`src/rtl/calc_operand_feeder_if.sv`:
```
// Bus between the operand feeder and its environment: the producer's push
// channel on one side, the calculator's start/ready handshake on the other.
interface calc_operand_feeder_if #(
  parameter int WIDTH = 8,
  parameter int DEPTH = 4
);
  localparam int CW = $clog2(DEPTH) + 1;

  logic             in_valid;
  logic [WIDTH-1:0] in_x;
  logic [WIDTH-1:0] in_y;
  logic             in_ready;
  logic             start;
  logic [WIDTH-1:0] x_out;
  logic [WIDTH-1:0] y_out;
  logic             calc_ready;
  logic             busy;
  logic             done;
  logic [CW-1:0]    count;

  // Environment side: producer plus calculator.
  modport master (
    output in_valid, in_x, in_y, calc_ready,
    input  in_ready, start, x_out, y_out, busy, done, count
  );

  // Feeder side.
  modport slave (
    input  in_valid, in_x, in_y, calc_ready,
    output in_ready, start, x_out, y_out, busy, done, count
  );
endinterface

```
`src/rtl/calc_operand_feeder.sv`:
```
// Operand feeder for the series calculator. Queues (x, y) pairs in a small
// circular FIFO and issues them one job at a time: pop into the held operand
// registers, pulse start, wait for the calculator to leave and then re-enter
// its ready state, pulse done, and go back for the next pair.
module calc_operand_feeder #(
  parameter int WIDTH = 8,
  parameter int DEPTH = 4
) (
  input logic                  clk,
  input logic                  rst,
  calc_operand_feeder_if.slave bus
);
  localparam int PW = $clog2(DEPTH);
  localparam int CW = PW + 1;

  typedef enum logic [2:0] {
    IDLE,
    ISSUE,
    WAIT_LOW,
    WAIT_DONE,
    DONE
  } state_t;

  state_t           state;
  state_t           state_nxt;

  logic [WIDTH-1:0] mem_x [DEPTH];
  logic [WIDTH-1:0] mem_y [DEPTH];
  logic [PW-1:0]    wr_ptr;
  logic [PW-1:0]    rd_ptr;
  logic [CW-1:0]    count;
  logic [WIDTH-1:0] x_q;
  logic [WIDTH-1:0] y_q;

  logic             full;
  logic             push;
  logic             pop;

  // A pair is only taken off the FIFO when the feeder is idle and the
  // calculator is sitting in its ready state; that same edge loads x_out/y_out.
  assign full = (count == CW'(DEPTH));
  assign push = bus.in_valid & ~full;
  assign pop  = (state == IDLE) && (count != '0) && bus.calc_ready;

  // Operand storage, written only on an accepted push.
  // NOTE: the data array is deliberately left without reset; occupancy is
  // tracked by the pointers and count, so stale contents are never visible.
  always_ff @(posedge clk) begin
    if (push) begin
      mem_x[wr_ptr] <= bus.in_x;
      mem_y[wr_ptr] <= bus.in_y;
    end
  end

  // FIFO pointers and occupancy; pointers wrap naturally at DEPTH.
  // NOTE: sequential state uses non-blocking assignments so every register
  // samples pre-edge values regardless of statement order.
  always_ff @(posedge clk or negedge rst) begin
    if (!rst) begin
      wr_ptr <= '0;
      rd_ptr <= '0;
      count  <= '0;
    end else begin
      if (push) wr_ptr <= wr_ptr + 1'b1;
      if (pop)  rd_ptr <= rd_ptr + 1'b1;
      case ({push, pop})
        2'b10:   count <= count + 1'b1;
        2'b01:   count <= count - 1'b1;
        default: count <= count;
      endcase
    end
  end

  // Held operands: change only on the pop edge, stable for the whole job.
  always_ff @(posedge clk or negedge rst) begin
    if (!rst) begin
      x_q <= '0;
      y_q <= '0;
    end else if (pop) begin
      x_q <= mem_x[rd_ptr];
      y_q <= mem_y[rd_ptr];
    end
  end

  // Job-control state register.
  always_ff @(posedge clk or negedge rst) begin
    if (!rst) state <= IDLE;
    else      state <= state_nxt;
  end

  // Job-control next state: issue, see the calculator drop ready, see it
  // come back, then report completion.
  // NOTE: state_nxt is given its hold value before the case so no path
  // leaves it unassigned, which would otherwise infer a latch.
  always_comb begin
    state_nxt = state;
    unique case (state)
      IDLE:      if (pop) state_nxt = ISSUE;
      ISSUE:     state_nxt = WAIT_LOW;
      WAIT_LOW:  if (!bus.calc_ready) state_nxt = WAIT_DONE;
      WAIT_DONE: if (bus.calc_ready) state_nxt = DONE;
      DONE:      state_nxt = IDLE;
      default:   state_nxt = IDLE;
    endcase
  end

  assign bus.in_ready = ~full;
  assign bus.start    = (state == ISSUE);
  assign bus.busy     = (state != IDLE);
  assign bus.done     = (state == DONE);
  assign bus.count    = count;
  assign bus.x_out    = x_q;
  assign bus.y_out    = y_q;
endmodule
```
`src/flat_wrapper.sv`:
```
// flat-port wrapper written by rule: the top's interface ports become plain ports
module calc_operand_feeder_flat 
#(
  parameter int WIDTH = 8,
  parameter int DEPTH = 4
)
  (clk, rst, bus_in_valid, bus_in_x, bus_in_y, bus_calc_ready, bus_in_ready, bus_start, bus_x_out, bus_y_out, bus_busy, bus_done, bus_count);
  calc_operand_feeder_if #(.WIDTH(WIDTH), .DEPTH(DEPTH)) bus_i ();
  input logic clk;
  input logic rst;
  input wire logic [$bits(bus_i.in_valid)-1:0] bus_in_valid;
  input wire logic [$bits(bus_i.in_x)-1:0] bus_in_x;
  input wire logic [$bits(bus_i.in_y)-1:0] bus_in_y;
  input wire logic [$bits(bus_i.calc_ready)-1:0] bus_calc_ready;
  output wire logic [$bits(bus_i.in_ready)-1:0] bus_in_ready;
  output wire logic [$bits(bus_i.start)-1:0] bus_start;
  output wire logic [$bits(bus_i.x_out)-1:0] bus_x_out;
  output wire logic [$bits(bus_i.y_out)-1:0] bus_y_out;
  output wire logic [$bits(bus_i.busy)-1:0] bus_busy;
  output wire logic [$bits(bus_i.done)-1:0] bus_done;
  output wire logic [$bits(bus_i.count)-1:0] bus_count;
  assign bus_i.in_valid = bus_in_valid;
  assign bus_i.in_x = bus_in_x;
  assign bus_i.in_y = bus_in_y;
  assign bus_i.calc_ready = bus_calc_ready;
  assign bus_in_ready = bus_i.in_ready;
  assign bus_start = bus_i.start;
  assign bus_x_out = bus_i.x_out;
  assign bus_y_out = bus_i.y_out;
  assign bus_busy = bus_i.busy;
  assign bus_done = bus_i.done;
  assign bus_count = bus_i.count;
  calc_operand_feeder #(.WIDTH(WIDTH), .DEPTH(DEPTH)) u_core (.clk(clk), .rst(rst), .bus(bus_i));
endmodule
```
`config.mk`:
```
export PLATFORM = sky130hd
export DESIGN_NAME = calc_operand_feeder_flat
export DESIGN_NICKNAME = d
export VERILOG_FILES = /design/src/rtl/calc_operand_feeder_if.sv /design/src/rtl/calc_operand_feeder.sv /design/src/flat_wrapper.sv
export SDC_FILE = /design/constraint.sdc
export NUM_CORES = 1
export LEC_CHECK = 0
export ABC_AREA = 0
export CAP_MARGIN = 5
export CELL_PAD_IN_SITES_DETAIL_PLACEMENT = 1
export CELL_PAD_IN_SITES_GLOBAL_PLACEMENT = 1
export CORE_ASPECT_RATIO = 0.8
export CORE_UTILIZATION = 47
export CTS_CLUSTER_SIZE = 40
export DETAILED_ROUTE_END_ITERATION = 8
export GPL_ROUTABILITY_DRIVEN = 1
export PLACE_DENSITY_LB_ADDON = 0.25
export REMOVE_ABC_BUFFERS = 1
export SLEW_MARGIN = 20
export SYNTH_ARGS = -nofsm -noshare
export SYNTH_HDL_FRONTEND = slang
export SYNTH_SLANG_ARGS = --single-unit
```
`constraint.sdc`:
```
create_clock -name clk -period 2.25 [get_ports clk]
set_input_delay 0.5625 -clock clk [delete_from_list [all_inputs] [get_ports clk]]
set_output_delay 0.5625 -clock clk [all_outputs]
set_load 0.01 [all_outputs]
```
=== After elaboration in Yosys (flattened, before gate mapping) ===
Memories as Yosys holds them, arrays and structs flattened. A register that Yosys moved wholly into a read port is not among the register bits.
Cells that the tools add are included.

* Bits in registers: 10
* RAM bits: 64
* Bits of input ports: 20
* Memories kept: 2

{| class="wikitable"
|+ Memory list
! name !! words !! bits a word !! read ports !! clocked after memory_dff !! write ports !! RTL line !! RTL
|-
| u_core.mem_x || 4 || 8 || 1 || 1 || 1 || calc_operand_feeder.sv:27 || <nowiki>logic [WIDTH-1:0] mem_x [DEPTH];</nowiki>
|-
| u_core.mem_y || 4 || 8 || 1 || 1 || 1 || calc_operand_feeder.sv:28 || <nowiki>logic [WIDTH-1:0] mem_y [DEPTH];</nowiki>
|}

* Add/sub/neg operators: 4
* Eq/ne operators: 10
* Muxes and demuxes: 7
* Bitwise operators: 2
* Reduce and logical (&&, ||, !) cells: 9

{| class="wikitable"
|+ Operator list
! kind !! number
|-
| 3-bit one-hot mux with 4 select lines || 1
|-
| 3-bit 2-to-1 mux || 3
|-
| 3-bit by 2-bit == test with 1-bit output (second input constant) || 2
|-
| 3-bit == test (second input constant) || 2
|-
| 3-bit one-hot mux with 2 select lines || 1
|-
| 3-bit nonzero test || 2
|-
| 2-bit by 1-bit adder with 2-bit output (second input constant) || 2
|-
| 2-bit != test (second input constant) || 2
|-
| 3-bit by 1-bit adder with 3-bit output (second input constant) || 1
|-
| 3-bit by 1-bit == test with 1-bit output (second input constant) || 1
|-
| 3-bit zero test || 1
|-
| 3-bit AND reduction || 1
|-
| 3-bit by 1-bit subtractor with 3-bit output (second input constant) || 1
|-
| 2-bit by 1-bit == test with 1-bit output (second input constant) || 1
|-
| 2-bit == test (second input constant) || 1
|-
| 1-bit logical AND || 2
|-
| 1-bit zero test || 2
|-
| 1-bit 2-to-1 mux || 2
|-
| 2-bit by 1-bit != test with 1-bit output (second input constant) || 1
|-
| 2-bit nonzero test || 1
|-
| 1-bit AND || 1
|-
| 1-bit inverter || 1
|}

=== Depth between registers and ports, before layout ===
* Depth in word-level cells: 5
* Depth in mapped cells: 10
* Depth with buffers taken out: 9

=== Least setup slack after synthesis ===
OpenSTA, ideal clock, no wires.

* Path type: input -> register
* Start: input port bus_calc_ready
* End: register u_core.count[2], in the netlist u_core.bus.count[2]
* Library setup time: 0.079 ns
* Arrival: 2.123 ns
* Setup slack: 0.047 ns
* Stages on the path: 10
* Buffers on the path: 1
* Cell sequence: nor2b_1 -> nand3_4 -> buf_6 -> inv_1 -> ha_1 -> inv_1 -> fa_1 -> xor2_1 -> nor2_1 -> xor2_1

* Cells in the longest elaborated chain, start to end: 3

{| class="wikitable"
|+ RTL lines
! what !! RTL line !! RTL
|-
| start: declaration || flat_wrapper.sv:14 || <nowiki>input wire logic [$bits(bus_i.calc_ready)-1:0] bus_calc_ready;</nowiki>
|-
| 1-bit logical AND * || calc_operand_feeder.sv:43 || <nowiki>assign pop = (state == IDLE) && (count != '0) && bus.calc_ready;</nowiki>
|-
| via u_core.pop || calc_operand_feeder.sv:37 || <nowiki>logic pop;</nowiki>
|-
| 2-bit by 1-bit == test with 1-bit output / 2-bit == test (equally long branches) || calc_operand_feeder.sv:66 || <nowiki>case ({push, pop})</nowiki>
|-
| 3-bit one-hot mux with 2 select lines / 2-bit nonzero test (equally long branches) || - ||
|-
| end signal: assignment || calc_operand_feeder.sv:67 || <nowiki>2'b10: count <= count + 1'b1;</nowiki>
|-
| end signal: assignment || calc_operand_feeder.sv:68 || <nowiki>2'b01: count <= count - 1'b1;</nowiki>
|-
| end signal: assignment || calc_operand_feeder.sv:69 || <nowiki>default: count <= count;</nowiki>
|-
| end: declaration || calc_operand_feeder.sv:31 || <nowiki>logic [CW-1:0] count;</nowiki>
|}

The timed path passes the listed nets; every way through them passes the cells marked *.
A chain may end at the register's enable or synchronous reset.

=== Final worst setup path ===
* Start: register u_core.state[2]
* End: output port bus_start

* Cells in the longest elaborated chain, start to end: 1

{| class="wikitable"
|+ RTL lines
! what !! RTL line !! RTL
|-
| start: declaration || calc_operand_feeder.sv:24 || <nowiki>state_t state;</nowiki>
|-
| start signal: assignment || calc_operand_feeder.sv:88 || <nowiki>else state <= state_nxt;</nowiki>
|-
| 3-bit by 1-bit == test with 1-bit output || calc_operand_feeder.sv:108 || <nowiki>assign bus.start = (state == ISSUE);</nowiki>
|-
| end: declaration || flat_wrapper.sv:16 || <nowiki>output wire logic [$bits(bus_i.start)-1:0] bus_start;</nowiki>
|}

Every way passes these cells.

==> summary.txt <==
Timing
  – Final setup margin: around 0.056 ns
  – Fin crit period: roughly 2.2 ns
  – Max Fclk: approximately 460 MHz
  – Worst-Margin Slew: 0.426 ns
  – Clock Skew: between 0.006 and 0.007 ns
  – Relative slew slack: 0.716
  – Part of the cycle the worst path needs: 0.975
  – Hold Fails Final Rpt: 0
  – Setup-failing EPs final: 0
  – Count of final max-slew check failures: 0

Pwr
  – Maximum vdd drop: 0.600 mV
  – Lkg Pwr: around 1.7 nW
  – P per Cell Area: between 1000 and 1500 nW/um^2
  – Total power: 5.75 mW

Critical path
  – Worst EP required: between 1.5 and 2 ns
  – Critical Path, Cell by Cell: nor3b_1 > clkdlybuf4s50_1
  – Slowest stage cell, crit path: clkdlybuf4s50_1
  – Max incr delay on CP: approximately 0.59 ns
  – Crit path launch type: register
  – Crit Path Max Fanout: 7
  – Critical Path Sink Type: primary output
  – Worst endpoint data arrival time: 1.63 ns
  – CP Class: register to primary output

Floorplan
  – Row Count: 27
  – DIE HEIGHT: about 80 um
  – Die area: between 7000 and 8000 sq um
  – Die W: approximately 100 um
  – IO Pins: between 40 and 50
  – Core Area: approximately 7000 sq um
  – Initial core utilization: 0.498

Global route
  – Vias in the first global route: a little over 2000
  – Largest net degree at the start of global routing: 27
  – First-pass GRT wire length: roughly 11000 um
  – Overflow after GRT: 0
  – All-layer global routing usage: 0.197
  – Initial antenna violation count: 0

Finish
  – Syn-to-layout area delta: 25.4%
  – Commonest non-fill, non-tap cell in the layout: edfxtp_1
  – Post-route insts no fill: between 300 and 400
  – Final Cell Area: 4410 sq um
  – Final core occ: 0.625
  – Most frequent cells in the layout: edfxtp_1, clkdlybuf4s50_1, dfrtp_1
  – Filler cells: 607
  – Reg area: 2570 sq um
  – Area occupied by multi-input gates: slightly below 900 sq um
  – Final Net Count: 260
  – Ant. Diodes: 0
  – Share of layout cells above drive strength 1: 0.285

Place
  – Pre-CTS WS: -0.404 ns
  – Placed cells: 307
  – I/O Buffers: between 40 and 50
  – GP Congestion: a little under 0.7
  – Dpl cell area: 4150 sq um
  – HPWL after DPL: between 4000 and 5000 um

Clock network
  – Clock sink count: 90
  – H-tree Lvls: 3
  – CTS root buf: clkbuf_8
  – CTS clock-pin slew for the worst setup and hold paths: roughly 0.080 ns
  – Clk_lat worst skew: ~0.35 ns
  – CTS tree: yes
  – CTS Buf Count: 9
  – Hold_buf cts: 0
  – Worst-case clock buffer depth: 2

Drt
  – Vias post-DR: approximately 1700
  – Total wire length: ~6900 um
  – Routed Antenna Nets: 0
  – DR WL/cell: ~21 um
  – DR DRC count: 0
  – Vias per cell: 5.33
  – DR pass1 iterations: 4
  – First DRT Iteration DRCs: 54

Synthesis
  – Post-synth cell types: 31
  – Synthesized instance count: 169
  – Warnings, synthesis: 0
  – Sequential area share after synthesis: 0.731
  – Synth Cell Area: between 3000 and 4000 sq um
  – EDFF count, synth: between 60 and 70
  – Seq cells post-synth: 90
  – Asr flop ratio synth: 0.289
  – Syn avg cell area: between 20 and 25 sq um
  – Top_reg_cell synth: edfxtp_1

Min path
  – Worst min path class: register to register

Outcome
  – Status: completed

Job
  – Max-capacitance violation count: 0
## report_power, final
| group | switching, mW | internal, mW |
|---|---|---|
| clock network | 0.536 | 0.653 |
| registers | 0.255 | 2.28 |
| logic | 0.863 | 1.16 |
## cell usage after synthesis, types with 2 or more instances
cell | number | share of area
buf_2 | 2 | 0.0028
ha_1 | 5 | 0.018
mux2_2 | 17 | 0.054
xor2_1 | 2 | 0.0050
mux4_2 | 11 | 0.070
mux4_1 | 5 | 0.037
dfrtp_1 | 26 | 0.18
inv_1 | 7 | 0.0075
buf_6 | 2 | 0.0064
edfxtp_1 | 64 | 0.55
xnor2_1 | 4 | 0.010
and3_1 | 5 | 0.0089
## cell families after synthesis
group           share of synthesized area
compound gates                    0.00142
xor+xnor                           0.0149
fa+ha+maj                          0.0235
buf+inv                            0.0224
flops                               0.731
mux                                 0.165
simple gates                       0.0416
## sequential cells by signal, indices dropped and copies added (netlist names)
| signal | count |
|---|---|
| u_core.bus.y_out | 8 |
| u_core.rd_ptr | 2 |
| u_core.mem_y | 32 |
| u_core.mem_x | 32 |
| u_core.bus.count | 3 |
| u_core.state | 3 |
| u_core.wr_ptr | 2 |
| u_core.bus.x_out | 8 |
## worst paths after layout
check                      slack (ns)                  end  cells past startpoint           startpoint
max                              0.06            bus_start                      2      u_core.state[2]
min                              0.51  u_core.bus.x_out[7]                      1  u_core.bus.x_out[7]
max reg2reg                      0.10  u_core.bus.count[2]                      9  u_core.bus.count[1]
min reg2reg                      0.51  u_core.bus.x_out[7]                      1  u_core.bus.x_out[7]
max in group asynchronous        1.34      u_core.state[0]                      2                  rst
min in group asynchronous        0.60  u_core.bus.y_out[4]                      2                  rst
## final cells by class
class / count / area share
sequential: 90 / 0.584
multi-input combinational: 67 / 0.200
clock inverter: 5 / 0.0176
timing repair buffer: 59 / 0.136
tap: 87 / 0.0247
inverter: 7 / 0.00596
clock buffer: 11 / 0.0320
## metrics by stage
| stage | hold WS, ns | setup TNS [ns] |
|---|---|---|
| after global placement | 0.487 | -0.418 |
| after floorplan | 0.267 | 0 |
| after CTS | 0.513 | 0 |
| final | 0.511 | 0 |
| after global routing | 0.530 | -0.0000309 |
| after detailed placement | 0.495 | -0.589 |
## metal layers
layer  wire (um)  global-route usage  share of wire
met3         265              0.0622          0.039
met1        2910               0.238           0.42
met2        3660               0.347           0.53
met4          31              0.0493         0.0045
met5           0                   0              0
## what timing repair did
item / in CTS / in global routing
endpoints found under the hold margin: 0 / 0
pin swaps: 1 / 0
resized for setup: 7 / 3
buffers inserted: 3 / 0
setup endpoints to repair: 4 / 2
cloned: 0 / 0
## worst max-delay path: cells and delay by family (launching register included)
kind | cells | cell delay (ns)
flip-flops | 1 | 0.48
buffers and inverters | 1 | 0.59
AND/OR/NAND/NOR | 1 | 0.21
No activity file was read; power rests on OpenSTA's default activity.
